--- config.mk ---
export PLATFORM = sky130hd
export DESIGN_NAME = seq_divider
export DESIGN_NICKNAME = d
export VERILOG_FILES = /design/src/rtl/seq_divider.sv
export SDC_FILE = /design/constraint.sdc
export NUM_CORES = 1
export LEC_CHECK = 0
export BUFFER_PORTS_ARGS = -buffer_cell sky130_fd_sc_hd__buf_4
export CORE_ASPECT_RATIO = 1.4
export CORE_UTILIZATION = 25
export CTS_BUF_LIST = sky130_fd_sc_hd__clkbuf_8
export CTS_CLUSTER_SIZE = 12
export DETAILED_ROUTE_END_ITERATION = 10
export GPL_TIMING_DRIVEN = 0
export PLACE_DENSITY = 0.51
export SYNTH_ARGS = -nofsm -noshare
export SYNTH_HDL_FRONTEND = slang
export SYNTH_SLANG_ARGS = --single-unit
--- constraint.sdc ---
create_clock -name Clk -period 2.2 [get_ports Clk]
set_input_delay 0.44 -clock Clk [delete_from_list [all_inputs] [get_ports Clk]]
set_output_delay 0.44 -clock Clk [all_outputs]
set_load 0.005 [all_outputs]
--- src/rtl/seq_divider.sv ---
`default_nettype none
// ============================================================================
//  Module   : seq_divider
//  Brief    : Sequential unsigned restoring divider. Produces one quotient bit
//             per clock using a (WIDTH+1)-bit trial subtraction. It is driven
//             by a Start/Done handshake, and divide-by-zero is reported.
//  Revision : 1.0  initial release
// ============================================================================
module seq_divider #(
    parameter int WIDTH = 8
) (
    input  logic             Clk,
    input  logic             Reset_n,
    input  logic             Start,
    input  logic [WIDTH-1:0] Dividend,
    input  logic [WIDTH-1:0] Divisor,
    output logic [WIDTH-1:0] Quotient,
    output logic [WIDTH-1:0] Remainder,
    output logic             Busy,
    output logic             Done,
    output logic             DivZero
);

    localparam int CNT_W = $clog2(WIDTH + 1);
    localparam logic [CNT_W-1:0] c_LAST_STEP = CNT_W'(WIDTH - 1);

    typedef enum logic [1:0] {
        S_IDLE = 2'd0,
        S_CALC = 2'd1,
        S_DONE = 2'd2
    } state_t;

    state_t           r_state;
    state_t           w_state_nxt;

    logic [WIDTH-1:0] r_rem;
    logic [WIDTH-1:0] r_quo;
    logic [WIDTH-1:0] r_div;
    logic [CNT_W-1:0] r_cnt;
    logic             r_divzero;

    logic [WIDTH-1:0] w_rem_nxt;
    logic [WIDTH-1:0] w_quo_nxt;
    logic [WIDTH-1:0] w_div_nxt;
    logic [CNT_W-1:0] w_cnt_nxt;
    logic             w_divzero_nxt;

    // Upper half of {R,Q} after a one-bit left shift, and the trial difference.
    // R is always below 2^(WIDTH-1) before the last shift, so the bit shifted
    // out of R is zero and the WIDTH+1 bit subtraction cannot overflow.
    logic [WIDTH-1:0] w_upper;
    logic [WIDTH:0]   w_trial;

    assign w_upper = {r_rem[WIDTH-2:0], r_quo[WIDTH-1]};
    assign w_trial = {1'b0, w_upper} - {1'b0, r_div};

    // State register; reset drops any partially computed result at once.
    always_ff @(posedge Clk or negedge Reset_n) begin
        if (!Reset_n) begin
            r_state <= S_IDLE;
        end else begin
            r_state <= w_state_nxt;
        end
    end

    // Next-state and datapath next values; every variable defaults to hold.
    always_comb begin
        w_state_nxt   = r_state;
        w_rem_nxt     = r_rem;
        w_quo_nxt     = r_quo;
        w_div_nxt     = r_div;
        w_cnt_nxt     = r_cnt;
        w_divzero_nxt = r_divzero;
        case (r_state)
            S_IDLE: begin
                if (Start) begin
                    if (Divisor != '0) begin
                        w_rem_nxt     = '0;
                        w_quo_nxt     = Dividend;
                        w_div_nxt     = Divisor;
                        w_cnt_nxt     = '0;
                        w_divzero_nxt = 1'b0;
                        w_state_nxt   = S_CALC;
                    end else begin
                        w_rem_nxt     = Dividend;
                        w_quo_nxt     = '1;
                        w_divzero_nxt = 1'b1;
                        w_state_nxt   = S_DONE;
                    end
                end
            end
            S_CALC: begin
                if (!w_trial[WIDTH]) begin
                    w_rem_nxt = w_trial[WIDTH-1:0];
                    w_quo_nxt = {r_quo[WIDTH-2:0], 1'b1};
                end else begin
                    w_rem_nxt = w_upper;
                    w_quo_nxt = {r_quo[WIDTH-2:0], 1'b0};
                end
                w_cnt_nxt = r_cnt + 1'b1;
                if (r_cnt == c_LAST_STEP) begin
                    w_state_nxt = S_DONE;
                end
            end
            S_DONE: begin
                // Holding Start keeps us here so a held request runs only once.
                if (!Start) begin
                    w_state_nxt = S_IDLE;
                end
            end
            default: begin
                w_state_nxt = S_IDLE;
            end
        endcase
    end

    // Datapath registers: partial remainder, quotient, divisor, step count.
    always_ff @(posedge Clk or negedge Reset_n) begin
        if (!Reset_n) begin
            r_rem     <= '0;
            r_quo     <= '0;
            r_div     <= '0;
            r_cnt     <= '0;
            r_divzero <= 1'b0;
        end else begin
            r_rem     <= w_rem_nxt;
            r_quo     <= w_quo_nxt;
            r_div     <= w_div_nxt;
            r_cnt     <= w_cnt_nxt;
            r_divzero <= w_divzero_nxt;
        end
    end

    assign Quotient  = r_quo;
    assign Remainder = r_rem;
    assign Busy      = (r_state == S_CALC);
    assign Done      = (r_state == S_DONE);
    assign DivZero   = r_divzero;

endmodule
`default_nettype wire

After elaboration in Yosys (flattened, before gate mapping)
Cells that the tools add are included.

Memories kept: 0. Input bits: 19. Logic and storage cells: 40. Memory bits (writable): 0. Bits in registers: 31. ROM bits: 0. Latch bits: 0.

$mul: 0. Magnitude comparators: 0. Equality and inequality tests: 7. Muxes and demuxes: 17. Shift-type cells: 0. Bitwise operators: 0. Reduce and logical (&&, ||, !) cells: 8. Divide/modulo/power cells: 0. $add $sub $neg: 2.

Operator list (count): $mux W8 (5); $pmux W8 S2 (2); $reduce_and A3 Y1 (3); $sub A8 B8 Y9 (1); $mux W2 (4); $mux W4 (2); $pmux W4 S2 (1); $reduce_bool A8 Y1 (1); $ne A2 B2 Y1 const B (3); $pmux W2 S3 (1); $add A4 B1 Y4 const B (1); $eq A4 B3 Y1 const B (1); $reduce_and A2 Y1 (2); $eq A2 B1 Y1 const B (1); $eq A2 B2 Y1 const B (1); $logic_not A2 Y1 (1); $mux W1 (2); $ne A2 B1 Y1 const B (1); $reduce_bool A2 Y1 (1).

Logic depth before layout (Yosys ltp)
Gate-level depths: netlist of the first run.

Depth after elaboration: 4. Depth in mapped cells: 10. Depth with buffers taken out: 9.

Worst setup path before layout of the first run
No wires, ideal clock.

Kind: register to register. Start: register r_quo[7], in the netlist Quotient[7]. End: register r_rem[2], in the netlist Remainder[2]. Path slack: 0.195 ns. Data arrival time: 1.922 ns. Period minus slack after synthesis: 2.005 ns. Required time: 2.117 ns. Library setup time: 0.083 ns. Stages on the path, launching flop included: 11. Cell sequence: dfrtp_1 -> inv_1 -> ha_1 -> fa_1 -> nor2b_1 -> o31a_1 -> o21ai_2 -> buf_2 -> nor3_1 -> a21oi_1 -> o21ai_0.

Longest elaborated chain between the ends: 3.

Ends and longest elaborated chain: start, declared (line 37) `logic [WIDTH-1:0] r_quo;`; start signal, assigned (line 127) `r_quo <= w_quo_nxt;`; $sub A8 B8 Y9 (line 55) `assign w_trial = {1'b0, w_upper} - {1'b0, r_div};`; $mux W8 (line 93) `if (!w_trial[WIDTH]) begin`; $pmux W8 S2 (line 74) `case (r_state)`; end signal, assigned (line 126) `r_rem <= w_rem_nxt;`; end, declared (line 36) `logic [WIDTH-1:0] r_rem;`.

No other way between the ends. A chain may end at the register's enable or synchronous reset.

Worst setup path after layout of the first run
Start: register r_rem[1], in the netlist Remainder[1]. End: register r_rem[0], in the netlist Remainder[0].

Longest elaborated chain between the ends: 3.

Ends and longest elaborated chain (line): $sub A8 B8 Y9 (55); $mux W8 (93); $pmux W8 S2 (74).

No other way between the ends.

==> results of run 1 <==
cell families (layout without fill, tap and decap cells):
kind of cell | count (synthesis) | in the layout | synth area share (%)
buffers and inverters | 21 | 70 | 4.82
AO/OA/AOI/OAI | 59 | 59 | 21.0
AND/OR/NAND/NOR | 90 | 90 | 23.8
adder cells (fa/ha/maj) | 10 | 10 | 6.90
XOR/XNOR | 1 | 1 | 0.456
flip-flops | 31 | 31 | 40.4
multiplexers | 5 | 5 | 2.73
what timing repair did:
action                                  in CTS  in global routing
setup buffers                                2                  2
resized for setup                            3                  4
pin swaps                                    1                  1
endpoints found under the setup margin       4                  5
area by class of cell:
cell class                      count  area share [%]
Buffer                              8            2.03
Clock buffer                        5            2.80
Clock inverter                      3           0.661
Inverter                           13            1.98
Multi-Input combinational cell    165            43.5
Sequential cell                    31            31.5
Tap cell                           97            4.93
Timing Repair Buffer               41            12.5
power groups by stage:
stage	logic [W]	registers, W	clock network [W]
after global routing	0.00300	0.00113	0.000475
after global placement	0.00247	0.00111	0
after floorplan	0.00178	0.00106	0
after detailed placement	0.00249	0.00112	0
final	0.00266	0.00110	0.000443
after CTS	0.00261	0.00111	0.000458
how the worst max path moves through the flow:
stage | endpoint | cells after the start | startpoint | slack, ps
final | Remainder[0] | 8 | Remainder[1] | 120
after detailed placement | Remainder[2] | 10 | Quotient[7] | -30
after global placement | Remainder[2] | 10 | Quotient[7] | -40
after CTS | Remainder[2] | 10 | Quotient[7] | 20
after floorplan | Remainder[2] | 10 | Quotient[7] | 200
after global routing | Busy | 5 | r_state[1] | 20
cell usage in the layout, fill, tap and decap left out, types with 3 or more instances in the layout:
master / instances
a22oi_1: 3
nor3_1: 10
a21oi_1: 11
o211ai_1: 3
buf_2: 3
ha_1: 9
dfrtp_1: 31
a22o_1: 3
nand2b_1: 3
mux2i_1: 3
o21ai_0: 14
nor2b_1: 3
buf_4: 41
inv_1: 14
nand2_1: 36
clkbuf_8: 5
nor2_1: 20
o31ai_1: 5
per-stage QoR:
step / hold slack [ps] / std cells
3_3_place_gp: 413 / 351
6_report: 92.5 / 363
2_1_floorplan: 144 / 217
3_5_place_dp: 417 / 351
5_1_grt: 120 / 363
4_1_cts: 104 / 361
sequential cells by signal, indices dropped and copies added (netlist names):
signal / count
Quotient: 8
Remainder: 8
r_div: 8
r_cnt: 4
r_state: 2
DivZero: 1
metal layers:
layer	global-route usage (%)	wire, um	vias to the layer above	share of wire, %
met2	23.4	2680	29	51
met1	16.2	2320	819	44
met3	2.42	134	10	2.5
met5	0	0	-	0
met4	6.46	138	0	2.6
li1	-	-	865	-
==> impl_metrics.json, run 1 <==
{
  "fin_crit_ps": 2080,
  "synth_commonest_cells": "nand2_1, dfrtp_1, nor2_1",
  "cellLeakagePower_nw": 1.16,
  "switching_share_pct": 44.7,
  "min_path_type": "primary input to async pin",
  "slew_violations": 0,
  "numClockSinks": 31,
  "setup_violations": 0,
  "maxCapViolCount": 0,
  "path_max_fanout": 10,
  "status": "completed",
  "synth.avg_cell_area_sq_um": 8.86,
  "design.core.area_sq_um": 7410,
  "dieArea_sq_um": 8050,
  "synth_top_area_share_pct": 40.4,
  "nets": 294,
  "via_per_inst": 4.75,
  "syn_nets": 246,
  "numCtsBuffers": 5,
  "tritoncts": "built",
  "num_rows": 37,
  "p_sw_w": 0.00188,
  "cts_buffer_depth": 2,
  "htree_levels": 2,
  "critPathTopFamily": "compound AO/OA/AOI/OAI gates",
  "synthTopCellsByArea": "dfrtp_1, nand2_1, ha_1, nor2_1, o21ai_0",
  "synthArstFlopShare_pct": 100,
  "ys_seq_area_share_pct": 40.4,
  "num_vias": 1723,
  "ir_drop_mv": 0.486,
  "comb_power_share_pct": 63.4,
  "finalSetupTns_ps": 0,
  "grt_usage_pct": 13.6,
  "io_buffers": 37,
  "multi_input_area_sq_um": 1070,
  "yosysMostFrequentCell": "nand2_1",
  "firstDrtPassIters": 4,
  "synthFlopType": "dfrtp_1",
  "pwr-share-clk_pct": 10.5,
  "grt_pass1_vias": 1668,
  "max_freq_mhz": 482,
  "crit_chain": "ha_1 -> nor2b_2 -> o31a_1 -> o21ai_4 -> buf_6 -> nor2_1 -> a21oi_1 -> o21ai_0",
  "reg2reg_from": "Remainder[1]",
  "post-route-period-util_pct": 94.3,
  "stdcell_area_sq_um": 2460,
  "worst_pin_slew_ps": 469,
  "drcViolationCount": 0,
  "place_area_sq_um": 2320,
  "rr_endpoint": "Remainder[0]",
  "area_growth_pct": 28.0,
  "seqPwrFrac_pct": 26.1,
  "cp.required_ps": 2350,
  "fillers": 821,
  "holdBufCountCts": 0,
  "clk_latency_ps": 290,
  "r2r_cells": 8,
  "antenna_left": 0,
  "yosysWarnings": 0,
  "synthCells": 217,
  "relSlewSlack_pct": 68.5,
  "drive_gt1_share_pct": 25.9,
  "synth-edff-count": 0,
  "grt_setup_unrepaired": "no",
  "routedWlPerCell_um": 14.5,
  "power.density_nw_per_um2": 1710,
  "final_util_pct": 33.2,
  "arrival_ps": 2220,
  "power.internal_w": 0.00232,
  "yosysTopAreaCell": "dfrtp_1",
  "die_w_um": 76.1,
  "ys_types": 51,
  "ff_latch_area_sq_um": 776,
  "grt-ovfl-total": 0,
  "p_total_w": 0.00420,
  "fin_ws_ps": 125,
  "preCtsSetupSlack_ps": -31.9,
  "hold_viol": 0,
  "dp_hpwl_um": 3900,
  "critPathCaptureType": "register",
  "num_io_pins": 38,
  "drt-initial-drc-count": 79,
  "finClkSkew_ps": 9.29,
  "syn_area_sq_um": 1920,
  "die_h_um": 106,
  "clkTransAtPathRegs_ps": 70,
  "start_util_pct": 25.9,
  "cts_root_buffer": "clkbuf_8",
  "critical_path_class": "register to register",
  "grt_pass1_wl_um": 8370,
  "crit_path_top_delay_cell": "dfrtp_1",
  "grt_max_degree": 32,
  "routed_wl_um": 5270,
  "gp_congestion": 0.776,
  "cpPeakStageDelay_ps": 440,
  "start_kind": "register",
  "diodes": 0,
  "critical_path_buf_inv_count": 1,
  "r2r_slack_ps": 120,
  "grt_antenna_before_repair": 0,
  "ys_ff_latch": 31
}
Note: power is estimated with default switching activity, not from simulation.
==> run 2, diff against run 1 <==
==> config.mk (replaced) <==
export PLATFORM = sky130hd
export DESIGN_NAME = seq_divider
export DESIGN_NICKNAME = d
export VERILOG_FILES = /design/src/rtl/seq_divider.sv
export SDC_FILE = /design/constraint.sdc
export NUM_CORES = 1
export LEC_CHECK = 0
export CORE_ASPECT_RATIO = 1.4
export CORE_UTILIZATION = 25
export CTS_BUF_LIST = sky130_fd_sc_hd__clkbuf_8
export CTS_CLUSTER_SIZE = 12
export DETAILED_ROUTE_END_ITERATION = 10
export DONT_BUFFER_PORTS = 1
export GPL_TIMING_DRIVEN = 0
export PLACE_DENSITY = 0.47
export SYNTH_ARGS = -nofsm -noshare
export SYNTH_HDL_FRONTEND = slang
export SYNTH_SLANG_ARGS = --single-unit
==> impl_metrics.json, run 2 (synthesized netlist as in run 1, its figures left out) <==
{
  "status": "completed",
  "start_util_pct": 25.9,
  "relSlewSlack_pct": 64.1,
  "design.core.area_sq_um": 7410,
  "nets": 257,
  "grt_max_degree": 32,
  "htree_levels": 2,
  "max_freq_mhz": 480,
  "grt-ovfl-total": 0,
  "crit_chain": "ha_1 -> nor2b_2 -> o31a_1 -> o21ai_4 -> buf_6 -> nor3_2 -> a21oi_1 -> o21ai_1",
  "gp_congestion": 0.785,
  "pwr-share-clk_pct": 11.0,
  "drive_gt1_share_pct": 15.7,
  "final_common_cell": "nand2_1",
  "comb_power_share_pct": 60.8,
  "maxCapViolCount": 0,
  "tritoncts": "built",
  "via_per_inst": 4.91,
  "critical_path_class": "register to register",
  "numClockSinks": 31,
  "num_rows": 37,
  "seqPwrFrac_pct": 28.2,
  "finClkSkew_ps": 7.17,
  "critPathCaptureType": "register",
  "final_util_pct": 29.9,
  "p_sw_w": 0.00190,
  "fillers": 815,
  "arrival_ps": 2240,
  "cts_root_buffer": "clkbuf_8",
  "setup_violations": 0,
  "final_cell_mix": "nand2_1, dfrtp_1, nor2_1",
  "firstDrtPassIters": 4,
  "clk_latency_ps": 290,
  "cts_buffer_depth": 2,
  "num_io_pins": 38,
  "start_kind": "register",
  "post-route-period-util_pct": 94.7,
  "area_growth_pct": 15.4,
  "routedWlPerCell_um": 16.4,
  "grt_antenna_before_repair": 0,
  "cpPeakStageDelay_ps": 440,
  "power.internal_w": 0.00215,
  "ff_latch_area_sq_um": 776,
  "grt_setup_unrepaired": "yes",
  "num_vias": 1600,
  "grt_pass1_vias": 1676,
  "diodes": 0,
  "r2r_slack_ps": 120,
  "drt-initial-drc-count": 68,
  "routed_wl_um": 5340,
  "power.density_nw_per_um2": 1820,
  "worst_pin_slew_ps": 539,
  "dieArea_sq_um": 8050,
  "cellLeakagePower_nw": 0.983,
  "clkTransAtPathRegs_ps": 70,
  "path_max_fanout": 10,
  "p_total_w": 0.00404,
  "die_h_um": 106,
  "drcViolationCount": 0,
  "slew_violations": 0,
  "fin_crit_ps": 2080,
  "switching_share_pct": 46.9,
  "ir_drop_mv": 0.547,
  "die_w_um": 76.1,
  "io_buffers": 0,
  "numCtsBuffers": 5,
  "grt_usage_pct": 13.7,
  "place_area_sq_um": 2040,
  "antenna_left": 0,
  "multi_input_area_sq_um": 1090,
  "crit_path_top_delay_cell": "dfrtp_1",
  "min_path_type": "primary input to register",
  "critPathTopFamily": "compound AO/OA/AOI/OAI gates",
  "cp.required_ps": 2350,
  "hold_viol": 0,
  "dp_hpwl_um": 3930,
  "stdcell_area_sq_um": 2220,
  "grt_pass1_wl_um": 8420,
  "critical_path_buf_inv_count": 1
}
-- run 2: cell count changes in the layout (fill, tap and decap cells not counted) --
| cell | before | now |
|---|---|---|
| ha_1 | 9 | 8 |
| ha_2 | 0 | 1 |
| a21oi_2 | 0 | 2 |
| buf_4 | 41 | 2 |
| a21oi_1 | 11 | 9 |
| a211oi_2 | 1 | 3 |
| buf_12 | 0 | 1 |
| a211oi_1 | 2 | 0 |
| dlygate4sd3_1 | 0 | 1 |
-- run 2: worst paths after layout --
check / to / cells after the start / from
setup / recovery: Remainder[2] / 8 / Remainder[1]
hold / removal: r_div[7] / 2 / Divisor[7]
setup reg to reg: Remainder[2] / 8 / Remainder[1]
hold reg to reg: r_div[7] / 2 / r_div[7]
max in group asynchronous: r_cnt[1] / 2 / Reset_n
min in group asynchronous: r_div[3] / 2 / Reset_n
-- run 2: metrics by stage --
step	TNS [ps]	hold WS (ps)	worst slack [ps]	cells
2_1_floorplan	0	144	195	217
3_3_place_gp	-228	145	-80.8	314
3_5_place_dp	-123	145	-62.4	314
4_1_cts	0	259	11.8	325
5_1_grt	-11.5	266	-11.5	326
6_report	0	265	117	326
-- run 2: final cells by class --
cell class | instances | area share (%)
Sequential cell | 31 | 35.0
Inverter | 13 | 2.20
Buffer | 8 | 2.26
Timing Repair Buffer | 4 | 2.03
Clock inverter | 3 | 0.734
Tap cell | 97 | 5.47
Multi-Input combinational cell | 165 | 49.2
Clock buffer | 5 | 3.10
-- run 2: timing repair --
action | 4_1_cts | 5_1_grt
endpoints found under the hold margin | 31 | 0
hold buffers | 2 | 0
setup endpoints to repair | 4 | 5
pin swaps | 1 | 2
gates resized for setup | 4 | 8
buffers inserted | 1 | 1
-- run 2: metal layers --
metal	wire, um	vias to the layer above	GRT usage [%]
met5	0	-	0
met4	97	0	5.91
met3	414	9	4.85
met2	2680	42	23.8
met1	2150	755	14.9
li1	-	794	-
-- run 2: power by group through the flow --
stage,sequential (W),combinational [W],clock (W)
after floorplan,0.00106,0.00178,0
after global placement,0.00116,0.00220,0
after detailed placement,0.00116,0.00221,0
after CTS,0.00116,0.00233,0.000470
after global routing,0.00119,0.00273,0.000494
final,0.00114,0.00246,0.000446
